[src/rtl/duck_pkg.sv]
// Shared game constants, tally FSM encoding and saturation helper for the scoring logic.
package duck_pkg;

    localparam int unsigned STATE_W   = 3;
    localparam int unsigned PENDING_W = 20;
    localparam int unsigned SCORE_W   = 32;
    localparam int unsigned HIT_CNT_W = 4;
    localparam int unsigned SUM_W     = 33;

    localparam logic [STATE_W-1:0] ST_START     = STATE_W'(0);
    localparam logic [STATE_W-1:0] ST_PLAY      = STATE_W'(1);
    localparam logic [STATE_W-1:0] ST_ROUND_END = STATE_W'(2);
    localparam logic [STATE_W-1:0] ST_GAME_OVER = STATE_W'(3);

    typedef enum logic {
        IDLE  = 1'b0,
        TALLY = 1'b1
    } tally_state_t;

    // Clamp a wide intermediate sum into the pending register range.
    function automatic logic [PENDING_W-1:0] sat_pending(input logic [SUM_W-1:0] v);
        logic [SUM_W-1:0] pend_max;
        pend_max = {{(SUM_W-PENDING_W){1'b0}}, {PENDING_W{1'b1}}};
        if (v > pend_max) begin
            return {PENDING_W{1'b1}};
        end
        return v[PENDING_W-1:0];
    endfunction

endpackage

[src/rtl/frame_tick_gen.sv]
// Brings the asynchronous frame_clk into the clk domain and emits one-cycle rising-edge ticks.
module frame_tick_gen (
    input  logic clk,
    input  logic rst,
    input  logic frame_clk,
    output logic frame_tick_c
);

    logic sync1;
    logic sync2;
    logic sync3;

    always_ff @(posedge clk or posedge rst) begin
        if (rst) begin
            sync1 <= 1'b0;
            sync2 <= 1'b0;
            sync3 <= 1'b0;
        end else begin
            sync1 <= frame_clk;
            sync2 <= sync1;
            sync3 <= sync2;
        end
    end

    assign frame_tick_c = sync2 & ~sync3;

endmodule

[src/rtl/score_keeper.sv]
// Accumulates hit points into a pending pool and tallies them into the displayed score once per frame.
// Optional SCORE_KEEPER_HISCORE_EN adds a hi_score register captured on entry to game over.
module score_keeper
    import duck_pkg::*;
#(
    parameter int unsigned HIT_POINTS     = 500,
    parameter int unsigned TALLY_STEP     = 100,
    parameter int unsigned PERFECT_BONUS  = 10000,
    parameter int unsigned HITS_PER_ROUND = 10,
    parameter int unsigned SCORE_MAX      = 999999999
) (
    input  logic               Clk,
    input  logic               Reset,
    input  logic               frame_clk,
    input  logic [STATE_W-1:0] state,
    input  logic               hit,
    input  logic [1:0]         duck_type,
    output logic [SCORE_W-1:0] score,
    output logic               busy,
`ifdef SCORE_KEEPER_HISCORE_EN
    output logic [SCORE_W-1:0] hi_score,
`endif
    output logic               perfect
);

    localparam logic [PENDING_W-1:0] STEP_MAX   = PENDING_W'(TALLY_STEP);
    localparam logic [SUM_W-1:0]     SCORE_CEIL = SUM_W'(SCORE_MAX);
    localparam logic [HIT_CNT_W-1:0] HIT_SAT    = {HIT_CNT_W{1'b1}};

    logic                 frame_tick;
    tally_state_t         tally;
    tally_state_t         tally_next;
    logic [PENDING_W-1:0] pending;
    logic [PENDING_W-1:0] pending_next;
    logic [HIT_CNT_W-1:0] hit_count;
    logic [HIT_CNT_W-1:0] hit_count_next;
    logic [SCORE_W-1:0]   score_next;
    logic [STATE_W-1:0]   prev_state;
    logic                 accept_hit;
    logic                 enter_play;
    logic                 perfect_now;
    logic [PENDING_W-1:0] step;
    logic [SUM_W-1:0]     credit;
    logic [SUM_W-1:0]     pend_sum;
    logic [SUM_W-1:0]     score_sum;

    frame_tick_gen u_frame_tick_gen (
        .clk          (Clk),
        .rst          (Reset),
        .frame_clk    (frame_clk),
        .frame_tick_c (frame_tick)
    );

    // Next-state for the pending pool, score, hit counter and tally FSM.
    always_comb begin
        accept_hit     = hit && (state == ST_PLAY);
        enter_play     = (state == ST_PLAY) && (prev_state != ST_PLAY);
        perfect_now    = (prev_state == ST_PLAY) && (state == ST_ROUND_END) &&
                         (32'(hit_count) >= HITS_PER_ROUND);
        step           = '0;
        credit         = '0;
        pend_sum       = '0;
        score_sum      = '0;
        pending_next   = pending;
        score_next     = score;
        hit_count_next = hit_count;
        tally_next     = tally;

        if ((tally == TALLY) && frame_tick) begin
            step = (pending > STEP_MAX) ? STEP_MAX : pending;
        end

        if (accept_hit) begin
            credit = SUM_W'(HIT_POINTS) * (SUM_W'(duck_type) + SUM_W'(1));
        end
        if (perfect_now) begin
            credit = credit + SUM_W'(PERFECT_BONUS);
        end

        // Tick and hit in the same cycle both land: subtract the step, then add the credit.
        pend_sum     = SUM_W'(pending - step) + credit;
        pending_next = sat_pending(pend_sum);

        // Hitting the ceiling discards whatever is still waiting to be tallied.
        score_sum = SUM_W'(score) + SUM_W'(step);
        if (score_sum > SCORE_CEIL) begin
            score_next   = SCORE_W'(SCORE_MAX);
            pending_next = '0;
        end else begin
            score_next = score_sum[SCORE_W-1:0];
        end

        if (enter_play) begin
            hit_count_next = accept_hit ? HIT_CNT_W'(1) : '0;
        end else if (accept_hit && (hit_count != HIT_SAT)) begin
            hit_count_next = hit_count + HIT_CNT_W'(1);
        end

        case (tally)
            IDLE:    tally_next = (pending != '0) ? TALLY : IDLE;
            TALLY:   tally_next = (pending_next == '0) ? IDLE : TALLY;
            default: tally_next = IDLE;
        endcase

        // The start screen pins everything to zero and ignores hits.
        if (state == ST_START) begin
            pending_next   = '0;
            score_next     = '0;
            hit_count_next = '0;
            tally_next     = IDLE;
        end
    end

    always_ff @(posedge Clk or posedge Reset) begin
        if (Reset) begin
            tally      <= IDLE;
            pending    <= '0;
            hit_count  <= '0;
            score      <= '0;
            busy       <= 1'b0;
            perfect    <= 1'b0;
            prev_state <= ST_START;
        end else begin
            tally      <= tally_next;
            pending    <= pending_next;
            hit_count  <= hit_count_next;
            score      <= score_next;
            busy       <= (tally_next == TALLY);
            perfect    <= perfect_now;
            prev_state <= state;
        end
    end

`ifdef SCORE_KEEPER_HISCORE_EN
    // Capture a new best on the first game-over cycle; survives the return to start.
    always_ff @(posedge Clk or posedge Reset) begin
        if (Reset) begin
            hi_score <= '0;
        end else if ((state == ST_GAME_OVER) && (prev_state != ST_GAME_OVER) &&
                     (score > hi_score)) begin
            hi_score <= score;
        end
    end
`endif

endmodule

[config.mk]
export PLATFORM = sky130hd
export DESIGN_NAME = score_keeper
export DESIGN_NICKNAME = d
export VERILOG_FILES = /design/src/rtl/duck_pkg.sv /design/src/rtl/frame_tick_gen.sv /design/src/rtl/score_keeper.sv
export SDC_FILE = /design/constraint.sdc
export NUM_CORES = 1
export LEC_CHECK = 0
export ABC_AREA = 1
export CAP_MARGIN = 20
export CORE_UTILIZATION = 50
export CTS_CLUSTER_SIZE = 14
export DETAILED_ROUTE_END_ITERATION = 10
export PLACE_DENSITY = 0.7
export SLEW_MARGIN = 25
export SYNTH_ARGS = -nofsm -noshare
export SYNTH_HDL_FRONTEND = slang
export SYNTH_SLANG_ARGS = --single-unit
[constraint.sdc]
create_clock -name Clk -period 5.1 [get_ports Clk]
set_clock_uncertainty 0.1 [all_clocks]
set_input_delay 1.275 -clock Clk [delete_from_list [all_inputs] [get_ports Clk]]
set_output_delay 1.275 -clock Clk [all_outputs]
set_load 0.05 [all_outputs]
After elaboration in Yosys (flattened, before gate mapping)
Cells that the tools add are included.
{"block": "totals", "regBits": 64, "input_bits": 9, "out_inout_bits": 34}
{"block": "op_classes", "addsub": 6, "multipliers": 1, "order_cmp": 4, "eq_ne": 5, "n_mux": 19, "n_bitwise": 3, "reduce_logical": 10}
{"operator": "$mux W20", "n": 6}
{"operator": "$mux W32", "n": 2}
{"operator": "$add A32 B20 Y33", "n": 1}
{"operator": "$add A33 B14 Y33 const B", "n": 1}
{"operator": "$add A33 B33 Y33", "n": 1}
{"operator": "$gt A33 B20 Y1 const B", "n": 1}
{"operator": "$gt A33 B30 Y1 const B", "n": 1}
{"operator": "$mux W33", "n": 1}
{"operator": "$sub A20 B20 Y21", "n": 1}
{"operator": "$gt A20 B7 Y1 const B", "n": 1}
{"operator": "$logic_not A20 Y1", "n": 1}
{"operator": "$reduce_bool A20 Y1", "n": 1}
{"operator": "$mux W12", "n": 1}
{"operator": "$mux W4", "n": 3}
{"operator": "$mul A7 B3 Y10 const A", "n": 1}
{"operator": "$eq A3 B1 Y1 const B", "n": 2}
{"operator": "$logic_and A1 B1 Y1", "n": 6}
{"operator": "$mux W1", "n": 5}
{"operator": "$add A4 B1 Y4 const B", "n": 1}
{"operator": "$ge A4 B4 Y1 const B", "n": 1}
{"operator": "$ne A4 B4 Y1 const B", "n": 1}
{"operator": "$add A2 B1 Y3 const B", "n": 1}
{"operator": "$eq A3 B2 Y1 const B", "n": 1}
{"operator": "$logic_not A3 Y1", "n": 1}
{"operator": "other kinds (5)", "n": 6}

Logic depth before layout (Yosys ltp)
{"block": "depth", "depth_word": 14, "ltp_mapped": 38}

Hierarchy
Synthesis repeated with hierarchy kept, for this count alone.
{"block": "hier_totals", "hier_cells": 859, "hier_area_um2": 6162.2}
{"module": "score_keeper", "instances": 1, "cells_per_inst": 853, "area_per_inst_um2": 6073.3, "seq_area_each_um2": 1526.5}
{"module": "frame_tick_gen", "instances": 1, "cells_per_inst": 6, "area_per_inst_um2": 88.8, "seq_area_each_um2": 75.1}

Worst setup path after synthesis
Ideal clock, no wire load.
{"block": "synth_path", "path_kind": "input-to-reg", "from": "input duck_type[0]", "to": "register tally", "setup_ns": 0.114, "t_arrival_ns": 4.727, "required_time_ns": 4.886, "setup_slack_ns": 0.158, "stages": 30, "n_path_buf": 1, "cell_sequence": "inv_1 -> ha_1 -> xnor2_1 -> ha_1 -> inv_1 -> nor2_1 -> ha_1 -> nand2_1 -> o21ai_0 -> ha_1 -> o21ai_0 -> nand2_1 -> nand2_1 -> nand2_1 -> inv_1 -> o31ai_1 -> nand2_1 -> nand2_1 -> a21boi_0 -> nor2_1 -> nand2_1 -> nor2_2 -> nand3_1 -> nand2_1 -> buf_6 -> nand3_1 -> nor2_1 -> nand3_1 -> nand2_1 -> nor2_1"}
{"block": "synth_between", "elab_chain_len": 14}
{"element": "start, declared", "line": "score_keeper.sv:17", "rtl": "input logic [1:0] duck_type,"}
{"element": "$add A2 B1 Y3 *", "line": "score_keeper.sv:74", "rtl": "credit = SUM_W'(HIT_POINTS) * (SUM_W'(duck_type) + SUM_W'(1));"}
{"element": "$mul A7 B3 Y10 *", "line": "score_keeper.sv:74"}
{"element": "$mux W12 *", "line": "score_keeper.sv:73", "rtl": "if (accept_hit) begin"}
{"element": "$add A33 B14 Y33", "line": "score_keeper.sv:77", "rtl": "credit = credit + SUM_W'(PERFECT_BONUS);"}
{"element": "$mux W33 *", "line": "score_keeper.sv:76", "rtl": "if (perfect_now) begin"}
{"element": "$add A33 B33 Y33 *", "line": "score_keeper.sv:81", "rtl": "pend_sum = SUM_W'(pending - step) + credit;"}
{"element": "$gt A33 B20 Y1", "line": "duck_pkg.sv:24", "rtl": "if (v > pend_max) begin"}
{"element": "$mux W1", "line": "duck_pkg.sv:24"}
{"element": "$mux W20 *", "line": "duck_pkg.sv:27", "rtl": "return v[PENDING_W-1:0];"}
{"element": "$mux W20 *", "line": "score_keeper.sv:86", "rtl": "if (score_sum > SCORE_CEIL) begin"}
{"element": "$logic_not A20 Y1 *", "line": "score_keeper.sv:101", "rtl": "TALLY: tally_next = (pending_next == '0) ? IDLE : TALLY;"}
{"element": "$mux W1 *", "line": "score_keeper.sv:101"}
{"element": "$pmux W1 S2 *", "line": "score_keeper.sv:99", "rtl": "case (tally)"}
{"element": "$mux W1 *", "line": "score_keeper.sv:106", "rtl": "if (state == ST_START) begin"}
{"element": "via tally_next", "line": "score_keeper.sv:32", "rtl": "tally_state_t tally_next;"}
{"element": "end signal, assigned", "line": "score_keeper.sv:124", "rtl": "tally <= tally_next;"}
{"element": "end, declared", "line": "score_keeper.sv:31", "rtl": "tally_state_t tally;"}
Mark *: on every way through the listed nets, which the timed path passes. The rest lies on a longest branch.
A chain may end at the register's enable or synchronous reset.

Worst setup path in the final report
{"block": "layout_path", "from": "register pending[4]", "to": "register tally"}
{"block": "layout_between", "elab_chain_len": 13}
{"element": "start, declared", "line": "score_keeper.sv:33", "rtl": "logic [PENDING_W-1:0] pending;"}
{"element": "start signal, assigned", "line": "score_keeper.sv:125", "rtl": "pending <= pending_next;"}
{"element": "$gt A20 B7 Y1", "line": "score_keeper.sv:70", "rtl": "step = (pending > STEP_MAX) ? STEP_MAX : pending;"}
{"element": "$mux W20", "line": "score_keeper.sv:70"}
{"element": "$mux W20", "line": "score_keeper.sv:69", "rtl": "if ((tally == TALLY) && frame_tick) begin"}
{"element": "$sub A20 B20 Y21", "line": "score_keeper.sv:81"}
{"element": "$add A33 B33 Y33", "line": "score_keeper.sv:81"}
{"element": "$gt A33 B20 Y1", "line": "duck_pkg.sv:24"}
{"element": "$mux W1", "line": "duck_pkg.sv:24"}
{"element": "$mux W20", "line": "duck_pkg.sv:27"}
{"element": "$mux W20", "line": "score_keeper.sv:86"}
{"element": "$logic_not A20 Y1", "line": "score_keeper.sv:101"}
{"element": "$mux W1", "line": "score_keeper.sv:101"}
{"element": "$pmux W1 S2 *", "line": "score_keeper.sv:99"}
{"element": "$mux W1 *", "line": "score_keeper.sv:106"}
{"element": "via tally_next", "line": "score_keeper.sv:32"}
Marks and branches as above.

==> metrics.yaml <==
outcome:
  status: "finished with violations"
  violations: "design-rule violations"
drt:
  wirelength_mm: 14.8
  wl_per_cell_um: 13.1
  dr.pass1.iters: 8
  vias: 5795
  ant_nets: 0
  drt_iter0_drc: 386
  drc: 6
  drt-vias-per-instance: 5.14
grt:
  grt_pass1_vias: 5272
  grt_overflow: 0
  grt_max_degree: 45
  grt_antenna_before_repair: 0
  grt_pass1_wl_mm: 24.7
  track_usage_pct: 25.0
clock_tree:
  hold_buffers: 0
  htreeDepth: 3
  cts_buffers: 9
  clkLatencyLatePin_ps: 340
  clock_tree.root_cell: "clkbuf_16"
  cts_tree: "done"
  clkSlewWorstSetupHoldPaths_ps: 50
  clock_sinks: 64
  clk_path_buf_depth: 2
sta:
  period_needed_ps: 4770
  setup_ws_ps: 332
  grt_setup_unrepaired: "no"
  hold_ws_ps: 277
  finalHoldViolations: 0
  finalSetupTns_ps: 0
  finalSetupViolations: 0
  worst_slew_pin_slew_ps: 780
  max_freq_mhz: 210
  max_slew_margin_pct: 48.0
  finalCritPeriodShare_pct: 93.5
  maxSlewViolCount: 0
worst_setup_path:
  cp-start-kind: "flip-flop"
  cp-endpoint: "tally"
  cpPeakStageDelay_ps: 450
  cp_max_fo: 7
  end_kind: "flip-flop"
  cp_common_cell: "nand2_1"
  crit_path_start: "pending[4]"
  r2r_end: "tally"
  reg2reg_from: "pending[4]"
  arrival_ps: 4900
  path_class: "reg2reg"
  ff2ff_path_depth: 35
  worstPathRequired_ps: 5230
  reg2reg_setup_slack_ps: 330
  slowest_stage: "dfrtp_1"
power:
  p_int_mw: 1.35
  ir_worst_vdd_uv: 210
  clkPwrFrac_pct: 27.2
  switching_share_pct: 41.1
  power_density_nw_per_um2: 306
  comb_power_share_pct: 46.8
  switchingPower_mw: 0.944
  p_seq_share_pct: 26.0
  power_leakage_nw: 3.86
floorplan:
  start_util_pct: 51.8
  dieArea_um2: 12400
  ioPinCount: 43
  die_w_um: 111
  fp.dieH_um: 111
  core_um2: 11600
  rows: 39
finish:
  fillerInstances: 1057
  n_antenna_cell: 0
  finalNetCount: 1054
  final_cells: 1128
  area_growth_pct: 25.3
  drive_gt1_share_pct: 13.8
placed_design:
  gp_congestion: 0.923
  post-place-ws_ps: -465
  dp.cells: 1107
  dp_hpwl_mm: 11.6
  placement.io_buffers: 42
synth:
  yosysTopAreaCell: "dfrtp_1"
  synthFlopType: "dfrtp_1"
  syn_inst: 847
  netlist.area_leader.share_pct: 26.8
  netlist_area_um2: 5990
  synth_seq_cells: 64
  synth_edf_count: 0
  synth.area.top_cells: "dfrtp_1 27%, ha_1 13%, nand2_1 10%"
  avgSynthCellArea_um2: 7.07
  yosysSeqAreaShare_pct: 26.8
  async_flop_share_pct: 100
  yosysUniqueCellTypes: 46
  ys_warn_count: 0
worst_hold_path:
  hold_path_class: "reg2reg"
flow_run:
  drv_cap: 0
## worst max-delay path: cells and delay by family (launching register included)
family	cells	cell delay, ps
buffers and inverters	5	500
flip-flops	1	450
AO/OA/AOI/OAI	4	460
XOR/XNOR	1	210
adder cells (fa/ha/maj)	2	640
AND/OR/NAND/NOR	23	2270
## final cells by class
class / count / area (um^2) / area share [%]
well taps: 143 / 179 / 2.38
clock buffers: 11 / 243 / 3.24
repair buffers: 105 / 895 / 11.9
clock inverters: 5 / 56.3 / 0.750
multi-input cells: 666 / 4020 / 53.6
flip-flops and latches: 64 / 1600 / 21.3
inverters: 134 / 504 / 6.72
## worst min path at each step
| stage | from | endpoint | slack (ps) | depth (start not counted) |
|---|---|---|---|---|
| final | u_frame_tick_gen.sync2 | u_frame_tick_gen.sync3 | 280 | 0 |
| after global routing | u_frame_tick_gen.sync2 | u_frame_tick_gen.sync3 | 280 | 0 |
| after CTS | u_frame_tick_gen.sync2 | u_frame_tick_gen.sync3 | 280 | 0 |
| after detailed placement | u_frame_tick_gen.sync2 | u_frame_tick_gen.sync3 | 260 | 0 |
| after global placement | u_frame_tick_gen.sync1 | u_frame_tick_gen.sync2 | 250 | 0 |
| after floorplan | u_frame_tick_gen.sync1 | u_frame_tick_gen.sync2 | 230 | 0 |
## timing repair
action,4_1_cts,5_1_grt
setup endpoints to repair,21,21
gates resized for setup,3,29
buffers inserted,2,3
pin swaps,2,10
## cells in the final DEF, fill, tap and decap left out, drive strengths merged, types with 5 or more instances in the layout
| cell type | n |
|---|---|
| conb | 29 |
| xnor2 | 20 |
| fa | 5 |
| clkdlybuf4s50 | 40 |
| nor4 | 5 |
| buf | 63 |
| o21ai | 60 |
| nand4 | 17 |
| nor2 | 101 |
| nand2 | 171 |
| clkinv | 6 |
| a21oi | 66 |
| dfrtp | 64 |
| inv | 131 |
| xor2 | 37 |
| nand3 | 51 |
| nor3 | 20 |
| ha | 60 |
| clkbuf | 12 |
## cell families after synthesis
group                    count (synthesis)  share of synthesized area [%]
other                                    2                          0.125
AND/OR/NAND/NOR                        369                           27.3
flip-flops                              64                           26.8
XOR/XNOR                                57                           8.34
adder cells (fa/ha/maj)                 65                           14.2
AO/OA/AOI/OAI                          146                           13.6
buffers and inverters                  144                           9.68
## power by group through the flow
stage          clock network, mW  registers, mW  logic [mW]
3_5_place_dp                   0          0.605        1.02
3_3_place_gp                   0          0.604        1.02
2_1_floorplan                  0          0.686       0.629
6_report                   0.625          0.596        1.08
5_1_grt                    0.664          0.602        1.19
4_1_cts                    0.633          0.596        1.03
## state kept, by name, summed over array words and instances, names as in the netlist
signal and count:
pending 20, u_frame_tick_gen.sync2 1, score 32, tally 1, u_frame_tick_gen.sync3 1, u_frame_tick_gen.sync1 1, perfect 1, hit_count 4
prev_state 3
## cells in the mapped netlist (all sizes together), types with 3 or more instances
master and n:
o21ai 60, nor4 5, a31oi 4, nor2 101, buf 7, xnor2 20
nand3 51, a21oi 66, clkbuf 3, dfrtp 64, a21o 4, fa 5
nor3 20, inv 132, nand4 17, ha 60, nand2 171, xor2 37
a21boi 3
## metal layers
| layer | global-route usage (%) | vias to the layer above | part of all wire [%] |
|---|---|---|---|
| li1 | - | 3003 | - |
| met1 | 36.8 | 2640 | 51 |
| met2 | 37.2 | 128 | 43 |
| met3 | 4.46 | 24 | 4.9 |
| met4 | 7.21 | 0 | 1.7 |
| met5 | 0 | - | 0 |
## stage by stage
| stage | instance area, um^2 | util, % | total power, mW |
|---|---|---|---|
| 6_report | 7500 | 64.9 | 2.30 |
| 5_1_grt | 7500 | 64.9 | 2.45 |
| 4_1_cts | 7370 | 63.7 | 2.26 |
| 3_5_place_dp | 7050 | 60.9 | 1.62 |
| 3_3_place_gp | 7050 | 60.9 | 1.62 |
| 2_1_floorplan | 6090 | - | 1.31 |
No activity file was read; power rests on OpenSTA's default activity.
